<file path="src/rtl/imm_packer_pkg.sv">
// Shared core definitions for immediate handling: the immediate-format
// encoding used by the packer and the immediate decoder, bus widths, and the
// field-placement function that inserts an immediate into an instruction word.
package imm_packer_pkg;

  localparam int unsigned IMM_SRC_W = 3;
  localparam int unsigned IMM_W     = 64;
  localparam int unsigned INSTR_W   = 32;

  // Immediate formats; encodings 101..111 are reserved.
  typedef enum logic [IMM_SRC_W-1:0] {
    IMM_I = 3'b000,
    IMM_S = 3'b001,
    IMM_B = 3'b010,
    IMM_J = 3'b011,
    IMM_U = 3'b100
  } imm_src_e;

  // Overlay the (truncated) immediate fields of the selected format onto the
  // base instruction. Bits not owned by the format keep the base value, and a
  // reserved format passes the base through untouched.
  function automatic logic [INSTR_W-1:0] imm_encode(
    input logic [IMM_SRC_W-1:0] src,
    input logic [IMM_W-1:0]     imm,
    input logic [INSTR_W-1:0]   base
  );
    logic [INSTR_W-1:0] r;
    r = base;
    case (src)
      IMM_I: r[31:20] = imm[11:0];
      IMM_S: begin
        r[31:25] = imm[11:5];
        r[11:7]  = imm[4:0];
      end
      IMM_B: begin
        r[31]    = imm[12];
        r[7]     = imm[11];
        r[30:25] = imm[10:5];
        r[11:8]  = imm[4:1];
      end
      IMM_J: begin
        r[31]    = imm[20];
        r[19:12] = imm[19:12];
        r[20]    = imm[11];
        r[30:21] = imm[10:1];
      end
      IMM_U:   r[31:12] = imm[31:12];
      default: r = base;
    endcase
    return r;
  endfunction

endpackage

</file>
<file path="src/rtl/imm_packer_if.sv">
// Request/response bus of the immediate packer.
//   master: drives the request (in_*) and out_ready, observes the response
//   slave : the packer itself
interface imm_packer_if
  import imm_packer_pkg::*;
#(
  parameter int unsigned ERR_CNT_W = 16
);
  logic                 in_valid;
  logic                 in_ready;
  logic [IMM_SRC_W-1:0] in_imm_source;
  logic [IMM_W-1:0]     in_immediate;
  logic [INSTR_W-1:0]   in_base_instr;
  logic                 out_valid;
  logic                 out_ready;
  logic [INSTR_W-1:0]   out_instr;
  logic                 out_range_err;
  logic [ERR_CNT_W-1:0] err_count;

  modport master (
    output in_valid, in_imm_source, in_immediate, in_base_instr, out_ready,
    input  in_ready, out_valid, out_instr, out_range_err, err_count
  );

  modport slave (
    input  in_valid, in_imm_source, in_immediate, in_base_instr, out_ready,
    output in_ready, out_valid, out_instr, out_range_err, err_count
  );
endinterface

</file>
<file path="src/rtl/imm_packer_range_check.sv">
// imm_range_check: combinational check that an immediate is representable in
// the selected format.
//   imm_source : format select (reserved encodings always flag an error)
//   immediate  : 64-bit signed immediate
//   err        : 1 when the value does not fit
module imm_range_check
  import imm_packer_pkg::*;
(
  input  logic [IMM_SRC_W-1:0] imm_source,
  input  logic [IMM_W-1:0]     immediate,
  output logic                 err
);

  logic is_bad;   // bits 63..11 not a sign extension
  logic b_bad;    // bits 63..12 not a sign extension
  logic j_bad;    // bits 63..20 not a sign extension
  logic u_bad;    // bits 63..31 not a sign extension

  // A field is a valid sign extension when it is all ones or all zeros.
  assign is_bad = ~((&immediate[63:11]) | ~(|immediate[63:11]));
  assign b_bad  = ~((&immediate[63:12]) | ~(|immediate[63:12]));
  assign j_bad  = ~((&immediate[63:20]) | ~(|immediate[63:20]));
  assign u_bad  = ~((&immediate[63:31]) | ~(|immediate[63:31]));

  // Select the check for the requested format; B/J drop bit 0, U drops 11..0.
  always_comb begin
    err = 1'b1;
    case (imm_source)
      IMM_I, IMM_S: err = is_bad;
      IMM_B:        err = b_bad | immediate[0];
      IMM_J:        err = j_bad | immediate[0];
      IMM_U:        err = u_bad | (|immediate[11:0]);
      default:      err = 1'b1;
    endcase
  end

endmodule

</file>
<file path="src/rtl/imm_packer.sv">
// imm_packer: two-stage pipeline that inserts a signed immediate into an
// instruction word for the I/S/B/J/U formats and flags out-of-range values.
//   clk, rst_n : clock, asynchronous active-low reset
//   bus        : imm_packer_if slave (request in, encoded instruction out,
//                saturating count of delivered range errors)
// S1 holds the request plus its range-check result, S2 holds the encoded word.
module imm_packer
  import imm_packer_pkg::*;
#(
  parameter int unsigned ERR_CNT_W = 16
)(
  input  logic           clk,
  input  logic           rst_n,
  imm_packer_if.slave    bus
);

  logic                 run_q;
  logic                 s1_valid_q, s1_valid_d;
  logic [IMM_SRC_W-1:0] s1_src_q,   s1_src_d;
  logic [IMM_W-1:0]     s1_imm_q,   s1_imm_d;
  logic [INSTR_W-1:0]   s1_base_q,  s1_base_d;
  logic                 s1_err_q,   s1_err_d;
  logic                 s2_valid_q, s2_valid_d;
  logic [INSTR_W-1:0]   s2_instr_q, s2_instr_d;
  logic                 s2_err_q,   s2_err_d;
  logic [ERR_CNT_W-1:0] err_cnt_q,  err_cnt_d;

  logic range_err_s;
  logic s2_adv_s;
  logic in_ready_s;
  logic in_fire_s;
  logic out_fire_s;

  imm_range_check u_range_check (
    .imm_source (bus.in_imm_source),
    .immediate  (bus.in_immediate),
    .err        (range_err_s)
  );

  // run_q keeps in_ready low until the first edge after reset release.
  assign s2_adv_s   = ~s2_valid_q | bus.out_ready;
  assign in_ready_s = run_q & (~s1_valid_q | s2_adv_s);
  assign in_fire_s  = bus.in_valid & in_ready_s;
  assign out_fire_s = s2_valid_q & bus.out_ready;

  assign bus.in_ready      = in_ready_s;
  assign bus.out_valid     = s2_valid_q;
  assign bus.out_instr     = s2_instr_q;
  assign bus.out_range_err = s2_err_q;
  assign bus.err_count     = err_cnt_q;

  // Next-state for both stages and the error counter.
  always_comb begin
    s1_valid_d = s1_valid_q;
    s1_src_d   = s1_src_q;
    s1_imm_d   = s1_imm_q;
    s1_base_d  = s1_base_q;
    s1_err_d   = s1_err_q;
    s2_valid_d = s2_valid_q;
    s2_instr_d = s2_instr_q;
    s2_err_d   = s2_err_q;
    err_cnt_d  = err_cnt_q;

    // S2 loads whenever it is empty or being drained; it holds otherwise so a
    // stalled output stays stable.
    if (s2_adv_s) begin
      s2_valid_d = s1_valid_q;
      if (s1_valid_q) begin
        s2_instr_d = imm_encode(s1_src_q, s1_imm_q, s1_base_q);
        s2_err_d   = s1_err_q;
      end else begin
        s2_instr_d = s2_instr_q;
        s2_err_d   = s2_err_q;
      end
    end else begin
      s2_valid_d = s2_valid_q;
    end

    if (in_fire_s) begin
      s1_valid_d = 1'b1;
      s1_src_d   = bus.in_imm_source;
      s1_imm_d   = bus.in_immediate;
      s1_base_d  = bus.in_base_instr;
      s1_err_d   = range_err_s;
    end else if (s2_adv_s) begin
      s1_valid_d = 1'b0;
    end else begin
      s1_valid_d = s1_valid_q;
    end

    if (out_fire_s && s2_err_q && !(&err_cnt_q)) begin
      err_cnt_d = err_cnt_q + {{(ERR_CNT_W-1){1'b0}}, 1'b1};
    end else begin
      err_cnt_d = err_cnt_q;
    end
  end

  // Pipeline and counter registers; reset discards anything in flight.
  always_ff @(posedge clk or negedge rst_n) begin
    if (!rst_n) begin
      run_q      <= 1'b0;
      s1_valid_q <= 1'b0;
      s1_src_q   <= {IMM_SRC_W{1'b0}};
      s1_imm_q   <= {IMM_W{1'b0}};
      s1_base_q  <= {INSTR_W{1'b0}};
      s1_err_q   <= 1'b0;
      s2_valid_q <= 1'b0;
      s2_instr_q <= {INSTR_W{1'b0}};
      s2_err_q   <= 1'b0;
      err_cnt_q  <= {ERR_CNT_W{1'b0}};
    end else begin
      run_q      <= 1'b1;
      s1_valid_q <= s1_valid_d;
      s1_src_q   <= s1_src_d;
      s1_imm_q   <= s1_imm_d;
      s1_base_q  <= s1_base_d;
      s1_err_q   <= s1_err_d;
      s2_valid_q <= s2_valid_d;
      s2_instr_q <= s2_instr_d;
      s2_err_q   <= s2_err_d;
      err_cnt_q  <= err_cnt_d;
    end
  end

endmodule
</file>
<file path="src/flat_wrapper.sv">
// flat-port wrapper written by rule: the top's interface ports become plain ports
module imm_packer_flat import imm_packer_pkg::*;
#(
  parameter int unsigned ERR_CNT_W = 16
)
  (clk, rst_n, bus_in_valid, bus_in_imm_source, bus_in_immediate, bus_in_base_instr, bus_out_ready, bus_in_ready, bus_out_valid, bus_out_instr, bus_out_range_err, bus_err_count);
  imm_packer_if #(.ERR_CNT_W(ERR_CNT_W)) bus_i ();
  input  logic clk;
  input  logic rst_n;
  input wire logic [$bits(bus_i.in_valid)-1:0] bus_in_valid;
  input wire logic [$bits(bus_i.in_imm_source)-1:0] bus_in_imm_source;
  input wire logic [$bits(bus_i.in_immediate)-1:0] bus_in_immediate;
  input wire logic [$bits(bus_i.in_base_instr)-1:0] bus_in_base_instr;
  input wire logic [$bits(bus_i.out_ready)-1:0] bus_out_ready;
  output wire logic [$bits(bus_i.in_ready)-1:0] bus_in_ready;
  output wire logic [$bits(bus_i.out_valid)-1:0] bus_out_valid;
  output wire logic [$bits(bus_i.out_instr)-1:0] bus_out_instr;
  output wire logic [$bits(bus_i.out_range_err)-1:0] bus_out_range_err;
  output wire logic [$bits(bus_i.err_count)-1:0] bus_err_count;
  assign bus_i.in_valid = bus_in_valid;
  assign bus_i.in_imm_source = bus_in_imm_source;
  assign bus_i.in_immediate = bus_in_immediate;
  assign bus_i.in_base_instr = bus_in_base_instr;
  assign bus_i.out_ready = bus_out_ready;
  assign bus_in_ready = bus_i.in_ready;
  assign bus_out_valid = bus_i.out_valid;
  assign bus_out_instr = bus_i.out_instr;
  assign bus_out_range_err = bus_i.out_range_err;
  assign bus_err_count = bus_i.err_count;
  imm_packer #(.ERR_CNT_W(ERR_CNT_W)) u_core (.clk(clk), .rst_n(rst_n), .bus(bus_i));
endmodule
</file>
<file path="config.mk">
export PLATFORM = sky130hd
export DESIGN_NAME = imm_packer_flat
export DESIGN_NICKNAME = d
export VERILOG_FILES = /design/src/rtl/imm_packer_pkg.sv /design/src/rtl/imm_packer_if.sv /design/src/rtl/imm_packer_range_check.sv /design/src/rtl/imm_packer.sv /design/src/flat_wrapper.sv
export SDC_FILE = /design/constraint.sdc
export NUM_CORES = 1
export LEC_CHECK = 0
export CAP_MARGIN = 20
export CORE_ASPECT_RATIO = 0.7
export CORE_UTILIZATION = 54
export CTS_BUF_LIST = sky130_fd_sc_hd__clkbuf_8
export DETAILED_ROUTE_END_ITERATION = 10
export PLACE_DENSITY = 0.94
export SETUP_SLACK_MARGIN = 0.4
export SYNTH_ARGS = -nofsm -noshare
export SYNTH_HDL_FRONTEND = slang
export SYNTH_HIERARCHICAL = 1
export SYNTH_SLANG_ARGS = --single-unit
</file>
<file path="constraint.sdc">
create_clock -name clk -period 4 [get_ports clk]
set_clock_uncertainty 0.05 [all_clocks]
set_input_delay 0.4 -clock clk [delete_from_list [all_inputs] [get_ports clk]]
set_output_delay 0.4 -clock clk [all_outputs]
set_load 0.01 [all_outputs]
</file>
==> results_dict.tcl <==
set metrics [dict create \
    p_leak_nw 3.21 \
    clock_latency_ns 0.44 \
    synth_fp_nets 566 \
    grt_use_total_pct 28.3 \
    fin_area_um2 7580 \
    nNetsFinal 717 \
    rr_worst_depth 4 \
    start_kind "flop" \
    maxSlewViolCount 0 \
    synth_cell_types 43 \
    gp_congestion 0.877 \
    fp.dieArea_um2 10600 \
    cts-root-buf "clkbuf_8" \
    synth.avg_cell_area_um2 11.9 \
    antenna_found_initial 0 \
    fin_tns_setup_ns 0 \
    buffer_ports.inserted 153 \
    cts_setup_buffers 0 \
    drc_errors 0 \
    grt_pass1_wl_um 22300 \
    min_from "u_core/bus.out_instr[15]" \
    synth_edf_count 0 \
    viasPerCell 5.92 \
    initial_core_util_pct 56.3 \
    ant_nets 0 \
    hold_depth 2 \
    cts_buffers 17 \
    synthMuxAreaShare_pct 19.0 \
    worstMarginPinSlew_ns 1.08 \
    hold_path_end "u_core/bus.out_instr[15]" \
    firstDrtPassIters 5 \
    ys_seq_area_share_pct 54.5 \
    drt-total-wl_um 14300 \
    cts.clk_slew.worst_paths_ns 0.07 \
    synth.top_cell.area_share_pct 54.5 \
    r2r-end "u_core/bus.out_instr[14]" \
    cp_max_fo 32 \
    grt.overflow.total 0 \
    synthXorXnorAreaFrac_pct 2.54 \
    fp.dieW_um 123 \
    synth_compound_area_share_pct 7.51 \
    routedWlPerCell_um 19.0 \
    worstSetupEndpointType "flop" \
    min_period_ns 2.52 \
    fin_crit_sh_pct 63.1 \
    ctsResizeCount 0 \
    clkSinkCount 120 \
    fmax_mhz 396 \
    netlist_area_um2 5510 \
    ioPinCount 154 \
    drive_gt1_share_pct 19.3 \
    syn_inst 462 \
    rrSetupSlack_ns 1.48 \
    ys_ff_latch 120 \
    synth-adder-area-share_pct 0.227 \
    ys_top_cells_by_area "dfrtp_1, mux2_2, mux2i_1" \
    htreeDepth 4 \
    critPathArrivalTime_ns 2.74 \
    synth-main-ff-cell "dfrtp_1" \
    finalHoldViolCount 0 \
    grt_pass1_vias 4346 \
    ys_async_sr_fraction_pct 100 \
    synthTopCellsByCount "dfrtp_1, mux2_2, nand2_1" \
    clk_path_buf_depth 2 \
    place_area_um2 7130 \
    synth_top_area_cell "dfrtp_1" \
    route.vias.total 4465 \
    slew_headroom_pct 28.1 \
    grt_setup_unrepaired "no" \
    grt_max_degree 70 \
    min_path_type "flop to flop" \
    cts_tree "yes" \
    n_fill_cell 587 \
    powerDensity_nw_per_um2 512 \
    synth.most_common_cell "dfrtp_1" \
    area_delta_synth_final_pct 37.4 \
    crit_required_ns 4.22 \
    ys_warn_count 6 \
    core_area_um2 9800 \
    worstSetupPathType "flop to flop" \
    max_cap_violations 0 \
    hpwlAfterDp_um 9990 \
    drtIter0Drc 299 \
    row_count 30 \
    setup_viol 0 \
    r2r_start "u_core/s1_src_q[2]" \
    peakVddDrop_uv 472 \
    fp.dieH_um 86.5 \
    synth-simple-area-share_pct 14.0 \
    synth_top_family_by_area "multiplexers" \
    n_antenna_cell 0 \
    status "completed" \
]
[worst max-delay path, cell delays in order (launching register included)]
cell and delay, ns:
dfrtp_1 1.04, nor2b_1 0.40, a21oi_4 0.48, mux2i_1 0.26, o21ai_0 0.11
[worst max path at each step]
stage | startpoint | end | slack (ns) | cells after the start
floorplan | bus_out_ready | u_core/s1_base_q[24] | 2.17 | 6
global placement | bus_out_ready | u_core/s1_base_q[16] | 1.52 | 5
detailed placement | bus_out_ready | u_core/s1_base_q[7] | 1.47 | 5
CTS | u_core/s1_src_q[2] | u_core/bus.out_instr[14] | 1.52 | 4
global route | u_core/s1_src_q[2] | u_core/bus.out_instr[19] | 1.31 | 4
finish | u_core/s1_src_q[2] | u_core/bus.out_instr[14] | 1.48 | 4
[metal layers]
metal	GRT usage (%)	vias to the layer above	part of all wire, %
met4	12.0	0	2.2
met5	0	-	0
met1	37.8	2207	43
li1	-	2023	-
met3	7.04	38	6.7
met2	44.1	197	48
[stage by stage]
step	utilization (%)	power [mW]	hold WS (ns)	cells	setup slack (ns)
global placement	72.8	2.63	0.410	721	1.52
global route	77.3	4.06	0.457	754	1.31
detailed placement	72.8	2.69	0.415	721	1.47
CTS	77.3	3.89	0.438	754	1.52
floorplan	-	2.13	0.0544	462	2.17
finish	77.3	3.88	0.429	754	1.48
[flip-flops by register name (all words and copies together), names as in the netlist]
name	count
u_core/bus.err_count	16
u_core/bus.out_instr	32
u_core/bus.out_range_err	1
u_core/bus.out_valid	1
u_core/run_q	1
u_core/s1_base_q	32
u_core/s1_err_q	1
u_core/s1_imm_q	32
u_core/s1_src_q	3
u_core/s1_valid_q	1
[power breakdown]
group | switching, mW | internal [mW] | total (mW)
logic | 0.404 | 0.593 | 0.997
registers | 0.225 | 1.47 | 1.69
clock network | 0.507 | 0.679 | 1.19
total | 1.14 | 2.74 | 3.88
[layout make-up]
type                       count  area (um2)  share of cell area [%]
clock buffer                  17         234                    3.09
clock inverter                15         204                    2.69
inverter                       4        15.0                   0.198
multi-input combinational    313        2400                    31.7
sequential                   120        3000                    39.6
tap                          128         160                    2.11
timing repair buffer         157        1560                    20.6
[cell usage in the layout, fill, tap and decap left out, drive strengths merged, types with 8 or more instances in the layout]
master         count
nand4             17
nor2              16
o21ai             30
nor4              25
xor2              15
mux2i             18
mux2              77
nand2             36
dfrtp            120
and3               8
clkbuf            17
clkdlybuf4s50    152
[cell families (layout without fill, tap and decap cells)]
| logic type | count (synthesis) | after routing |
|---|---|---|
| compound gates | 62 | 62 |
| xor+xnor | 16 | 16 |
| fa+ha+maj | 1 | 1 |
| buf+inv | 29 | 193 |
| flops | 120 | 120 |
| mux | 95 | 95 |
| other cells | 1 | 1 |
| simple gates | 138 | 138 |
[timing repair]
action	4_1_cts	5_1_grt
hold buffers	1	0
endpoints found under the hold margin	52	0
setup endpoints to repair	0	0
(Power assumes the default switching activity.)
